## src/rtl/dram_pixel_reader.sv

```systemverilog
`default_nettype none
// +--------------------------------------------------------------------------+
// | dram_pixel_reader: streams a contiguous DRAM range into a valid/ready     |
// | pixel stream through a small FIFO.                      Revision: 1.0     |
// +--------------------------------------------------------------------------+
module dram_pixel_reader #(
  parameter int ADDR_W     = 18,
  parameter int DATA_W     = 9,
  parameter int FIFO_DEPTH = 4
) (
  input  logic              clk,
  input  logic              rst,
  input  logic              start,
  input  logic [ADDR_W-1:0] base_addr,
  input  logic [ADDR_W:0]   length,
  output logic [ADDR_W-1:0] mem_addr,
  input  logic [DATA_W-1:0] mem_din,
  output logic [DATA_W-1:0] pix_data,
  output logic              pix_valid,
  input  logic              pix_ready,
  output logic              busy,
  output logic              done
);

  localparam int PTR_W = $clog2(FIFO_DEPTH);
  localparam logic [PTR_W:0] FULL_CNT = (PTR_W+1)'(FIFO_DEPTH);

  typedef enum logic [1:0] {
    S_IDLE  = 2'd0,
    S_READ  = 2'd1,
    S_DRAIN = 2'd2
  } state_t;

  state_t            state_q;
  logic [ADDR_W-1:0] mem_addr_q;
  logic [ADDR_W:0]   remaining_q;
  logic [DATA_W-1:0] fifo_q [FIFO_DEPTH];
  logic [PTR_W-1:0]  wr_ptr_q;
  logic [PTR_W-1:0]  rd_ptr_q;
  logic [PTR_W:0]    count_q;
  logic [PTR_W:0]    count_d;
  logic              done_q;
  logic              push;
  logic              pop;

  // Push uses registered occupancy only, so a same-cycle pop never frees a slot early.
  assign push = (state_q == S_READ) && (remaining_q != '0) && (count_q != FULL_CNT);
  assign pop  = (count_q != '0) && pix_ready;

  always_comb begin
    count_d = count_q;
    case ({push, pop})
      2'b10:   count_d = count_q + 1'b1;
      2'b01:   count_d = count_q - 1'b1;
      default: count_d = count_q;
    endcase
  end

  always_ff @(posedge clk) begin
    if (push) begin
      fifo_q[wr_ptr_q] <= mem_din;
    end
  end

  always_ff @(posedge clk) begin
    if (rst) begin
      state_q     <= S_IDLE;
      mem_addr_q  <= '0;
      remaining_q <= '0;
      wr_ptr_q    <= '0;
      rd_ptr_q    <= '0;
      count_q     <= '0;
      done_q      <= 1'b0;
    end else begin
      done_q  <= 1'b0;
      count_q <= count_d;
      if (push) begin
        wr_ptr_q    <= wr_ptr_q + 1'b1;
        mem_addr_q  <= mem_addr_q + 1'b1;
        remaining_q <= remaining_q - 1'b1;
      end
      if (pop) begin
        rd_ptr_q <= rd_ptr_q + 1'b1;
      end
      case (state_q)
        S_IDLE: begin
          if (start) begin
            mem_addr_q  <= base_addr;
            remaining_q <= length;
            state_q     <= S_READ;
          end
        end
        S_READ: begin
          if (remaining_q == '0) begin
            state_q <= S_DRAIN;
          end
        end
        S_DRAIN: begin
          if (count_q == '0) begin
            state_q <= S_IDLE;
            done_q  <= 1'b1;
          end
        end
        default: state_q <= S_IDLE;
      endcase
    end
  end

  assign mem_addr  = mem_addr_q;
  assign pix_data  = fifo_q[rd_ptr_q];
  assign pix_valid = (count_q != '0);
  assign busy      = (state_q != S_IDLE);
  assign done      = done_q;

endmodule
`default_nettype wire

```

## config.mk

```make
export PLATFORM = sky130hd
export DESIGN_NAME = dram_pixel_reader
export DESIGN_NICKNAME = d
export VERILOG_FILES = /design/src/rtl/dram_pixel_reader.sv
export SDC_FILE = /design/constraint.sdc
export NUM_CORES = 1
export LEC_CHECK = 0
export CAP_MARGIN = 0
export CORE_MARGIN = 10
export CORE_UTILIZATION = 40
export CTS_CLUSTER_DIAMETER = 100
export DETAILED_ROUTE_END_ITERATION = 12
export SETUP_SLACK_MARGIN = 0.5
export SLEW_MARGIN = 20
export SYNTH_ARGS = -nofsm -noshare
export SYNTH_HDL_FRONTEND = slang
export SYNTH_SLANG_ARGS = --single-unit
```

## constraint.sdc

```tcl
create_clock -name clk -period 6.65 [get_ports clk]
set_clock_uncertainty 0.05 [all_clocks]
set_input_delay 0.9975 -clock clk [delete_from_list [all_inputs] [get_ports clk]]
set_output_delay 0.9975 -clock clk [all_outputs]
set_load 0.05 [all_outputs]
```

==> run summary <==
Clk Latency, worst-skew pair - 0.35 ns
Asr flop ratio synth - 0
PwrDens - 311 nW/um^2
Clk root buf - clkbuf_8
Cell leakage power - 1.74 nW
Internal power - 1.07 mW
CTS buffer count - 9
Total wire length - 9660 um
Layout Utilization - 0.513
N_diodes - 0
Starting Density - 0.405
Tmin final - 3.41 ns
Slew headroom - 0.358
Cell taking the most area after synthesis - edfxtp_1
Most frequent cell after synthesis - nor2_1
Post-route ant nets - 0
Mapped Cells - 380
M1 WL - 4490 um
Syn nets - 439
DRC - 0
Core area - 10,200 um^2
Clock share of power - 0.275
Wire length on met2 - 4510 um
Max Cap Viol - 0
Vias per cell - 5.30
TNS Setup - 0 ns
Max Fclk - 293 MHz
TritonRoute pass-1 iters - 4
Drt wl/cell - 16.4 um
Final setup viols - 0
Pin count of the biggest net entering global routing - 67
Global Route Usage Sum - 0.131
H-tree levels - 3
Synthesized area - 4150 um^2
Number of antenna violations at the first check in global routing - 0
CTS Hold Bufs - 0
Synth top area share - 0.261
Post_cts resized - 0
Number of global-route vias before repair - 3,190
DIE AREA - 14,800 um^2
First-pass GRT wire length - 15,900 um
Post-synth EDFFs - 36
Grt total ovfl - 0
Area growth, synth to finish - 26.7%
Reg area - 2060 um^2
Area of the multi-input gates - 1920 um^2
Ys flop type - dfxtp_1
Max IR drop VDD - 0.000129 V
Share of cells above drive strength 1 - 0.0996
Highest routed layer - met4
Vias - 3,117
Worst Setup Path Type - reg -> out
Final #Nets - 506
Crit share post-route - 0.512
WL met3 - 507 um
Worst Tran Pin Value - 0.963 ns
Port Buffers - 79
Clock Path Buffers - 2
Hold Path Class - reg -> reg
Crit path DAT - 2.36 ns
Unrepaired setup endpoints after global routing - no
Seq pwr share - 0.403
I/O pins - 80
Critical Path End Type - output pin
Seq cells post-synth - 85
Final GP Congestion - 0.785
Status - completed
Fillers - 959
R2R Setup Slk - 3.29 ns
Startpoint types - register
Syn Area/Cell - 10.9 um^2
1st-iter DRT viols - 131
Worst Path Max Fanout - 9
Critical Path RT - 5.60 ns
TritonCTS clock tree - yes
Max-slew violations - 0
Sw frac - 0.347
Main area contributors after synthesis - edfxtp_1, dfxtp_1, a211oi_1
Cell variety after synth - 50
Commonest cells in the netlist - nor2_1, dfxtp_1, edfxtp_1, a211oi_1, xnor2_1
Setup Buffers After CTS - 0
Yosys warning total - 0
Sequential area share after synthesis - 0.497
Num rows - 37
Chip Height - 122 um
Reg clk slew, reported paths - 0.09 ns
Final hold vios - 0
DP Wirelength - 6900 um
Die width - 122 um
Clock sinks - 85
Combinational share of power - 0.322
Switching Power - 0.568 mW
## placed cells by master, fill, tap and decap left out, types with 4 or more instances in the layout
master           instances
and3_1                  10
nor4_1                  14
nor3_1                  11
a2111oi_2                7
clkdlybuf4s50_1         78
clkbuf_8                 9
and2_1                   9
nor2_1                  51
inv_1                   13
and4_1                   5
or3_1                    6
a21oi_1                  4
xnor2_1                 23
dfxtp_1                 49
ha_1                     8
a2111oi_0                5
edfxtp_1                36
nand2_1                 10
nand3_1                  8
nand4_1                  6
mux4_2                   9
o21ai_0                  4
a311oi_1                 4
a211oi_1                31
## cells by family after synthesis
kind of cell,share of synthesized area
xor gates and xnor gates,0.0549
adders and majority gates,0.0290
buffers and inverters,0.0404
DFF,0.497
and+or+nand+nor,0.200
muxes,0.0588
AOI/OAI and AO/OA,0.120
## final cells by class
class / instances / share of cell area
inverters: 13 / 0.00929
multi-input cells: 257 / 0.365
clock buffers: 9 / 0.0236
repair buffers: 81 / 0.152
well taps: 136 / 0.0324
flip-flops and latches: 85 / 0.393
clock inverters: 7 / 0.0243
## flip-flops by register name (all words and copies together) (netlist names), named ones only
name	flops
fifo_q	36
remaining_q	19
mem_addr	18
count_q	3
rd_ptr_q	2
state_q	2
wr_ptr_q	2
done	1
## through the flow
stage	worst slack [ns]	cell area (um^2)	power, mW	cells	hold slack (ns)
floorplan	4.00	4150	1.04	380	0.412
finish	3.24	5250	1.64	588	0.455
detailed placement	3.31	5000	1.20	572	0.440
global placement	3.38	5000	1.19	572	0.424
global route	3.02	5250	1.72	588	0.521
CTS	3.18	5250	1.66	588	0.454
## path summary, 6_finish.rpt
kind | start | end | cells after the start
max | register | pix_data[1] | 2
min | count_q[2] | count_q[2] | 2
max reg2reg | count_q[2] | count_q[2] | 10
min reg2reg | count_q[2] | count_q[2] | 2
## worst max-delay path, cell delays in order, from the launching register on
cell             delay [ns]
dfxtp_1                0.71
mux4_2                 0.59
clkdlybuf4s50_1        0.72
## power groups by stage
| stage | logic, mW | registers [mW] | clock network (mW) |
|---|---|---|---|
| floorplan | 0.360 | 0.680 | 0 |
| global placement | 0.520 | 0.670 | 0 |
| detailed placement | 0.530 | 0.672 | 0 |
| CTS | 0.532 | 0.660 | 0.465 |
| global route | 0.570 | 0.670 | 0.483 |
| finish | 0.526 | 0.659 | 0.451 |
## per-layer routing
metal / vias to the layer above / track usage
met5: - / 0
met4: 0 / 0.0469
met3: 13 / 0.0347
met2: 66 / 0.206
met1: 1480 / 0.170
li1: 1558 / -
Power figures use the tool's default switching activity.
==> patch (config.mk and constraints unchanged) <==
`DATA_W`: 9 -> 11.
--- a/src/rtl/dram_pixel_reader.sv
+++ b/src/rtl/dram_pixel_reader.sv
@@ -5,7 +5,7 @@
 // +--------------------------------------------------------------------------+
 module dram_pixel_reader #(
   parameter int ADDR_W     = 18,
-  parameter int DATA_W     = 9,
+  parameter int DATA_W     = 11,
   parameter int FIFO_DEPTH = 4
 ) (
   input  logic              clk,
Interface: changed (resized mem_din and pix_data); port bits go from 80 to 84. No check against the original RTL was run, so the function may have changed too.
==> patch against the unedited design <==
  * Cell area is 3.6% higher
  * Sequential cell count is 8 higher
  * Wire length is 5.2% higher
  * Total power is 1.2% higher
  * Synthesized area is 4.9% higher
  * Synthesized cell count is 1.1% higher
  * Setup slack worse by 0.60 ns
  * Critical endpoint is now count_q[2]$_SDFFE_PP0P_
==> patch: results (changes against the unedited design) <==
metric	value	unit	change
Slowest-stage cell, CP	or4b_2		
syn nets	445		+1.4%
fillers	1030		+7.4%
Synth Area in Adders	2.762	%	-0.14 points
slowest cell delay on critical path	0.66	ns	-0.06 ns
max FFs per register	44		+22%
post-synthesis mux area share	5.696	%	-0.19 points
Port Buffers	83		+5.1%
library cells used by synthesis	51		+2.0%
reg2reg path depth	12		+2
total power	1.655	mW	+1.2%
Slew headroom	34.37	%	-1.4 points
Seq/Total Area, Yosys	52.93	%	+3.2 points
critical path's top delay family	simple AND/OR/NAND/NOR gates		
met3 Track Usage GR	3.745	%	+0.28 points
first-pass GRT wire length	16.43	mm	+3.2%
All-Layer GR Usage	12.65	%	-0.43 points
nets	517		+2.2%
Clock power frac	22.8	%	-4.7 points
CP arrival	4.24	ns	+1.88 ns
WL met2	4.854	mm	+7.6%
DP HPWL	7.243	mm	+4.9%
reg2reg setup slack	2.64	ns	-0.65 ns
status	complete, no violations		
wire length on met3	586	µm	+16%
Comb power frac	33.5	%	+1.3 points
Metal-1 WL	4.621	mm	+3.0%
largest net degree at the start of global routing	49		-27%
met1 usage	15.71	%	-1.3 points
vias	3254		+4.4%
Worst VDD drop	0.1580	mV	+22%
## patch: changes by cell type in the layout (fill, tap and decap cells not counted), moves of 3 or more
cell and delta:
nor4_1 -6, clkdlybuf4s50_1 +4, nor2_1 +3, a311oi_1 +5, and3_1 -5, a211oi_1 -6
nor4b_1 +4, or4_1 +7, edfxtp_1 +8, o31ai_1 +3, mux2i_1 -3, a2111oi_2 -6
and4_1 -3
## patch: area by class of cell
type	instances	area [µm²]	share of cell area (%)
clock buffers	9	123.9	2.276
inverters	12	45.04	0.8276
repair buffers	84	833.3	15.31
multi-input cells	256	1892	34.76
clock inverters	7	71.32	1.310
well taps	140	175.2	3.218
flip-flops and latches	93	2302	42.30
## patch: stage by stage
step                      cell area (µm²)  hold slack [ns]  cells
after floorplan                      4349           0.4122    384
after global placement               5248           0.4335    585
after detailed placement             5248           0.4422    585
after CTS                            5443           0.4556    601
after global routing                 5443           0.4852    601
final                                5443           0.4508    601
